`config.mk`:
```
export PLATFORM = sky130hd
export DESIGN_NAME = signed_seq_multiplier
export DESIGN_NICKNAME = d
export VERILOG_FILES = /design/src/rtl/signed_seq_multiplier.sv
export SDC_FILE = /design/constraint.sdc
export NUM_CORES = 1
export LEC_CHECK = 0
export BUFFER_PORTS_ARGS = -buffer_cell sky130_fd_sc_hd__buf_2
export CORE_ASPECT_RATIO = 0.5
export CORE_UTILIZATION = 30
export DETAILED_ROUTE_END_ITERATION = 12
export HOLD_SLACK_MARGIN = 0.06
export PLACE_DENSITY_LB_ADDON = 0.2
export SLEW_MARGIN = 15
export SYNTH_ARGS = -nofsm -noshare
export SYNTH_HDL_FRONTEND = slang
export SYNTH_SLANG_ARGS = --single-unit
```
`constraint.sdc`:
```
create_clock -name clk -period 5.58 [get_ports clk]
set_clock_uncertainty 0.05 [all_clocks]
set_input_delay 0.837 -clock clk [delete_from_list [all_inputs] [get_ports clk]]
set_output_delay 0.837 -clock clk [all_outputs]
set_load 0.02 [all_outputs]
```
`src/rtl/signed_seq_multiplier.sv`:
```
// ---------------------------------------------------------------------------
// signed_seq_multiplier
//
// Sequential shift-and-add signed multiplier. Operands are captured on an
// accepted start, reduced to unsigned magnitudes, multiplied over WORD_LENGTH
// RUN iterations (one partial-product add per cycle), and then the result is
// negated when the externally supplied product sign is 1.
//
// The block sits downstream of a sign stage: it keeps that stage enabled while
// idle (sign_enable) and samples its `sign` output in the accepting cycle.
//
// Handshake: start is a level request sampled only in IDLE; the first IDLE
// cycle with start=1 accepts the job, and start is ignored in every other
// state. ready is a single-cycle pulse in DONE marking product as valid;
// product is then held until the next accepted job completes (or reset).
//
// Ports
//   clk           system clock, all state on the rising edge
//   reset         synchronous, active-low reset
//   start         job request, accepted only in IDLE
//   multiplicand  signed two's-complement operand (WORD_LENGTH bits)
//   multiplier    signed two's-complement operand (WORD_LENGTH bits)
//   sign          product sign from the sign stage (1 = negative)
//   sign_enable   enable to the sign stage, 1 only in IDLE
//   busy          1 in RUN and SIGN
//   ready         one-cycle pulse in DONE, product valid
//   product       signed 2*WORD_LENGTH-bit result
//   state_dbg     current FSM state (IDLE=0, RUN=1, SIGN=2, DONE=3)
// ---------------------------------------------------------------------------
module signed_seq_multiplier #(
    parameter int WORD_LENGTH = 16
) (
    input  logic                       clk,
    input  logic                       reset,
    input  logic                       start,
    input  logic [WORD_LENGTH-1:0]     multiplicand,
    input  logic [WORD_LENGTH-1:0]     multiplier,
    input  logic                       sign,
    output logic                       sign_enable,
    output logic                       busy,
    output logic                       ready,
    output logic [2*WORD_LENGTH-1:0]   product,
    output logic [1:0]                 state_dbg
);

    localparam int PW = 2 * WORD_LENGTH;
    localparam int CW = (WORD_LENGTH > 2) ? $clog2(WORD_LENGTH) : 1;

    localparam logic [WORD_LENGTH-1:0] ONE_W    = 1;
    localparam logic [PW-1:0]          ONE_P    = 1;
    localparam logic [CW-1:0]          ONE_C    = 1;
    localparam logic [CW-1:0]          LAST_CNT = CW'(WORD_LENGTH - 1);

    typedef enum logic [1:0] {
        S_IDLE = 2'd0,
        S_RUN  = 2'd1,
        S_SIGN = 2'd2,
        S_DONE = 2'd3
    } state_t;

    state_t                 state_q,    state_d;
    logic [WORD_LENGTH-1:0] a_q,        a_d;        // |multiplicand|
    logic [WORD_LENGTH-1:0] b_q,        b_d;        // |multiplier|, shifts right
    logic                   sign_reg_q, sign_reg_d;
    logic [PW-1:0]          p_q,        p_d;        // unsigned accumulator
    logic [CW-1:0]          cnt_q,      cnt_d;      // iteration index
    logic [PW-1:0]          product_q,  product_d;

    // Two's-complement magnitude. The most negative value maps onto
    // 2^(WORD_LENGTH-1), which still fits because the result is unsigned.
    function automatic logic [WORD_LENGTH-1:0] magnitude(input logic [WORD_LENGTH-1:0] v);
        logic [WORD_LENGTH-1:0] m;
        if (v[WORD_LENGTH-1]) begin
            m = (~v) + ONE_W;
        end else begin
            m = v;
        end
        return m;
    endfunction

    // Partial product for this iteration: A weighted by the iteration index.
    logic [PW-1:0] addend;
    logic          last_iter;

    always_comb begin
        addend    = {{WORD_LENGTH{1'b0}}, a_q} << cnt_q;
        last_iter = (cnt_q == LAST_CNT);
    end

    // Next-state and datapath
    always_comb begin
        state_d    = state_q;
        a_d        = a_q;
        b_d        = b_q;
        sign_reg_d = sign_reg_q;
        p_d        = p_q;
        cnt_d      = cnt_q;
        product_d  = product_q;

        unique case (state_q)
            S_IDLE: begin
                if (start) begin
                    a_d        = magnitude(multiplicand);
                    b_d        = magnitude(multiplier);
                    sign_reg_d = sign;
                    p_d        = '0;
                    cnt_d      = '0;
                    state_d    = S_RUN;
                end
            end

            S_RUN: begin
                if (b_q[0]) begin
                    p_d = p_q + addend;
                end
                b_d   = b_q >> 1;
                cnt_d = cnt_q + ONE_C;
                // The add using index WORD_LENGTH-1 is the final one.
                if (last_iter) begin
                    state_d = S_SIGN;
                end
            end

            S_SIGN: begin
                // A zero magnitude negates to zero, so no special case needed.
                if (sign_reg_q) begin
                    product_d = (~p_q) + ONE_P;
                end else begin
                    product_d = p_q;
                end
                state_d = S_DONE;
            end

            S_DONE: begin
                state_d = S_IDLE;
            end

            default: begin
                state_d = S_IDLE;
            end
        endcase
    end

    // Outputs decode directly from the state register so they are glitch-free
    // and align with the state timeline.
    always_comb begin
        sign_enable = (state_q == S_IDLE);
        busy        = (state_q == S_RUN) || (state_q == S_SIGN);
        ready       = (state_q == S_DONE);
        product     = product_q;
        state_dbg   = state_q;
    end

    always_ff @(posedge clk) begin
        if (!reset) begin
            state_q    <= S_IDLE;
            a_q        <= '0;
            b_q        <= '0;
            sign_reg_q <= 1'b0;
            p_q        <= '0;
            cnt_q      <= '0;
            product_q  <= '0;
        end else begin
            state_q    <= state_d;
            a_q        <= a_d;
            b_q        <= b_d;
            sign_reg_q <= sign_reg_d;
            p_q        <= p_d;
            cnt_q      <= cnt_d;
            product_q  <= product_d;
        end
    end

endmodule

```
* Yosys cells after proc, flatten, opt, wreduce, memory -nomap -nowiden
Cells that the tools add are included.
** Storage, ports and cells
- Flip-flop bits (word level) :: 103
- Input bits :: 36
- Output and inout bits :: 37
- Word-level logic and storage cells :: 43
** Operators by class
- Add/sub/neg operators :: 5
- Equal/unequal tests :: 7
- Shift operators :: 1
- Multiplexer cells :: 13
- Bitwise logic cells :: 3
- Reductions and logical operators :: 7
** Operators by type and width (count)
- $mux 32 :: 3
- $pmux 32 s2 :: 1
- $mux 16 :: 3
- $add 16x1->16 const B :: 2
- $add 32x1->32 const B :: 1
- $add 32x32->32 :: 1
- $not 16->16 :: 2
- $not 32->32 :: 1
- $pmux 16 s2 :: 1
- $shl 16x4->32 :: 1
- $pmux 2 s4 :: 1
- $pmux 4 s2 :: 1
- $ne 2x2->1 const B :: 3
- $reduce_and 2->1 :: 3
- $add 4x1->4 const B :: 1
- $eq 2x2->1 const B :: 2
- $eq 4x4->1 const B :: 1
- $mux 2 :: 2
- $mux 4 :: 1
- $reduce_and 3->1 :: 1
- $eq 2x1->1 const B :: 1
- $logic_not 2->1 :: 1
- $reduce_bool 2->1 :: 1
- $logic_or 1x1->1 :: 1

* Longest topological paths before layout
- Word-level depth :: 5
- Depth in mapped cells :: 17
- Gate-level depth less buffers :: 15

* Least setup slack after synthesis
Ideal clock, no wire load.
- Kind :: reg2reg
- From :: reg cnt_q[1]
- To :: reg p_q[28]
- Library setup time :: 120 ps
- Data arrival time :: 3582 ps
- Required time :: 5410 ps
- Setup slack :: 1828 ps
- Cell stages (with the launch flop) :: 15
- Path buffers :: 3
- Clock period less this slack :: 3752 ps
- Cell sequence :: dfxtp_1 -> buf_1 -> clkbuf_1 -> mux4_2 -> mux2i_1 -> o22ai_1 -> ha_1 -> clkbuf_1 -> and4_1 -> and3_1 -> o21ai_0 -> a211oi_1 -> o21ai_0 -> and4_1 -> a211o_1
** On the way
- Cells in the longest elaborated chain, start to end :: 4
** RTL lines
- from (decl) :: line 66 : logic [CW-1:0] cnt_q, cnt_d;
- from (signal assigned) :: line 169 : cnt_q <= cnt_d;
- $shl 16x4->32 :: line 86 : addend = {{WORD_LENGTH{1'b0}}, a_q} << cnt_q;
- $add 32x32->32 :: line 114 : p_d = p_q + addend;
- $mux 32 :: line 113 : if (b_q[0]) begin
- $pmux 32 s2 :: line 100 : unique case (state_q)
- to (signal assigned) :: line 168 : p_q <= p_d;
- to (decl) :: line 65 : logic [PW-1:0] p_q, p_d;
Every way passes these cells. The select of a mux whose other input is x is not followed.
A chain may end at the register's enable or synchronous reset.

* Worst setup path in the final report
Ends and elaborated chain as after synthesis.

==> impl_metrics.json <==
{
  "grt_pass1_wl_mm": 37.9,
  "crit_chain": "mux2_2 -> o21ai_0 -> nor2_1 -> a21oi_1 -> nor2_1 -> ha_1 -> and4_1 -> and3_1 -> o21ai_0 -> a211oi_1 -> o21ai_0 -> and4_1 -> a211o_1",
  "synth_edf_count": 0,
  "gp_congestion": 0.958,
  "post-route-util_pct": 34.2,
  "required_ns": 5.79,
  "pre_cts_slack_ns": 1.14,
  "drc": 0,
  "fin_crit_sh_pct": 79.3,
  "synth.avg_cell_area_um2": 7.53,
  "grt_max_degree": 64,
  "tightest_slew_ns": 1.14,
  "cts_buffers": 9,
  "synthMostInstantiatedCell": "nand2_1",
  "layoutNonFillerInstCount": 1402,
  "path_class": "flop to flop",
  "post_drt_wl_per_cell_um": 16.7,
  "synth.cell_area_um2": 7750,
  "viasPerCell": 5.29,
  "cts-root-buf": "clkbuf_16",
  "core_area_um2": 25300,
  "yosysTopAreaCell": "dfxtp_1",
  "cpPeakStageDelay_ns": 0.86,
  "timing.hold.worst.class": "flop to flop",
  "postCtsHoldBufs": 0,
  "dp.cells": 1385,
  "final_nets": 1128,
  "ys.warnings.count": 0,
  "maxSlewViolCount": 0,
  "die_h_um": 116,
  "cts_tree": "built",
  "ctsResizeCount": 0,
  "placed_area_um2": 8350,
  "yosysUniqueCellTypes": 64,
  "clock_latency_ns": 0.36,
  "relSlewSlack_pct": 23.9,
  "dp_hpwl_mm": 18.2,
  "cp-start-kind": "flop",
  "setup_ws_ns": 1.15,
  "status": "finished, final reports clean",
  "ys_top_cells_by_area": "dfxtp_1 27%, ha_1 6.3%, nand2_1 6.3%, a21oi_1 5.7%, xor2_1 5.5%",
  "hold_viol": 0,
  "power-per-cell-area_nw_per_um2": 367,
  "clock-sinks": 103,
  "post_cts_buffers": 0,
  "vias": 7419,
  "min_period_ns": 4.43,
  "synth-seq-area-share_pct": 26.6,
  "path_clk_slew_ns": 0.07,
  "ys_top_cells_by_count": "130 x nand2_1, 104 x nor2_1, 103 x dfxtp_1",
  "crit_slowest_cell": "dfxtp_1",
  "ir_worst_vdd_mv": 0.198,
  "initial_utilization_pct": 30.6,
  "drive_above_1_share_pct": 11.8,
  "finalSetupViolCount": 0,
  "cts_max_path_buffers": 2,
  "first_pass_iters": 5,
  "p_leak_uw": 0.00342,
  "area_growth_syn_to_layout_pct": 11.5,
  "synthFlopType": "dfxtp_1",
  "routed_wl_mm": 23.4,
  "port_buffers": 72,
  "cp_max_fo": 22,
  "h-tree-depth": 3,
  "rsz0062_at_grt": "no",
  "syn_nets": 1105,
  "worstPathArrival_ns": 4.63,
  "antenna_found_initial": 2,
  "fin_area_um2": 8640,
  "grt_pass1_vias": 6909,
  "cp-end-kind": "flop",
  "dieArea_um2": 26500,
  "fmax_ghz": 0.226,
  "crit_path_frequent_cell": "o21ai_0",
  "drt-initial-drc-count": 482,
  "synthCells": 1029,
  "ys_ff_latch": 103,
  "grt_usage_pct": 18.0,
  "ys_async_sr_fraction_pct": 0,
  "maxCapViolCount": 0,
  "overflow": 0,
  "postRouteAntennaNets": 0,
  "die_w_um": 229,
  "ios": 73,
  "num_rows": 41,
  "synth_top_area_share_pct": 26.6,
  "finalSetupTns_ns": 0
}
==> path summary, 6_finish.rpt <==
check | from | endpoint | slack (ns) | depth (start not counted)
worst min-delay path | b_q[1]$_SDFFE_PN0P_ | b_q[1]$_SDFFE_PN0P_ | 0.40 | 2
worst max-delay path | cnt_q[1]$_SDFFE_PN0P_ | p_q[28]$_SDFFE_PN0P_ | 1.15 | 13
worst min register to register | b_q[1]$_SDFFE_PN0P_ | b_q[1]$_SDFFE_PN0P_ | 0.40 | 2
worst max register to register | cnt_q[1]$_SDFFE_PN0P_ | p_q[28]$_SDFFE_PN0P_ | 1.15 | 13
==> area by class of cell <==
cell class	instances	area (um^2)
Clock inverter	4	27.5
Fill cell	2711	16600
Clock buffer	12	256
Timing Repair Buffer	81	428
Tap cell	344	430
Inverter	21	78.8
Antenna cell	1	2.50
Multi-Input combinational cell	836	5360
Sequential cell	103	2060
==> logic make-up (layout without fill, tap and decap cells) <==
logic type,Yosys count,in the layout,share of synthesized area [%]
other,0,1,0
adder cells (fa/ha/maj),40,40,6.55
flip-flops,103,103,26.6
XOR/XNOR,65,65,7.35
AND/OR/NAND/NOR,377,377,23.2
multiplexers,31,31,4.91
AO/OA/AOI/OAI,323,323,27.0
buffers and inverters,90,118,4.38
==> report_power, final <==
part	switching, uW	leakage, uW	internal (uW)	total (uW)
Combinational	986	0.00244	530	1520
Sequential	149	0.000838	892	1040
Clock	288	0.000143	328	616
Total	1420	0.00342	1750	3170
==> flip-flops by register name, summed over array words and instances (netlist names) <==
register and flops:
p_q 32, product 32, a_q 16, b_q 16, cnt_q 4, state_dbg 2, sign_reg_q 1
==> layer usage <==
metal | routed length (um) | vias up | global-route usage (%)
li1 | - | 3807 | -
met1 | 12500 | 3464 | 26.3
met2 | 9400 | 126 | 26.4
met3 | 1120 | 20 | 4.18
met4 | 318 | 2 | 4.09
met5 | 13 | - | 0
==> cell usage in the layout (no fill, tap or decap), types with 9 or more instances in the layout <==
cell type / count
a211oi_1: 43
a21o_1: 20
a21oi_1: 89
buf_2: 72
buf_4: 9
clkbuf_16: 9
dfxtp_1: 103
ha_1: 38
inv_1: 19
mux2i_1: 20
nand2_1: 130
nand3_1: 26
nand3b_1: 10
nand4_1: 15
nor2_1: 104
nor2b_1: 12
nor3_1: 19
o211ai_1: 16
o21ai_0: 66
o31ai_1: 14
or3_1: 13
xnor2_1: 16
xor2_1: 49
==> through the flow <==
| stage | total power (uW) | hold slack, ns |
|---|---|---|
| CTS | 3200 | 0.402 |
| detailed placement | 2570 | 0.393 |
| global route | 3430 | 0.417 |
| finish | 3170 | 0.402 |
| floorplan | 2140 | 0.382 |
| global placement | 2560 | 0.390 |
==> worst max-delay path: cells and delay by family, from the launching register on <==
| family | cells | cell delay [ns] |
|---|---|---|
| compound gates | 6 | 1.72 |
| flops | 1 | 0.86 |
| fa+ha+maj | 1 | 0.41 |
| mux | 1 | 0.43 |
| simple gates | 5 | 0.86 |
Power figures use the tool's default switching activity.
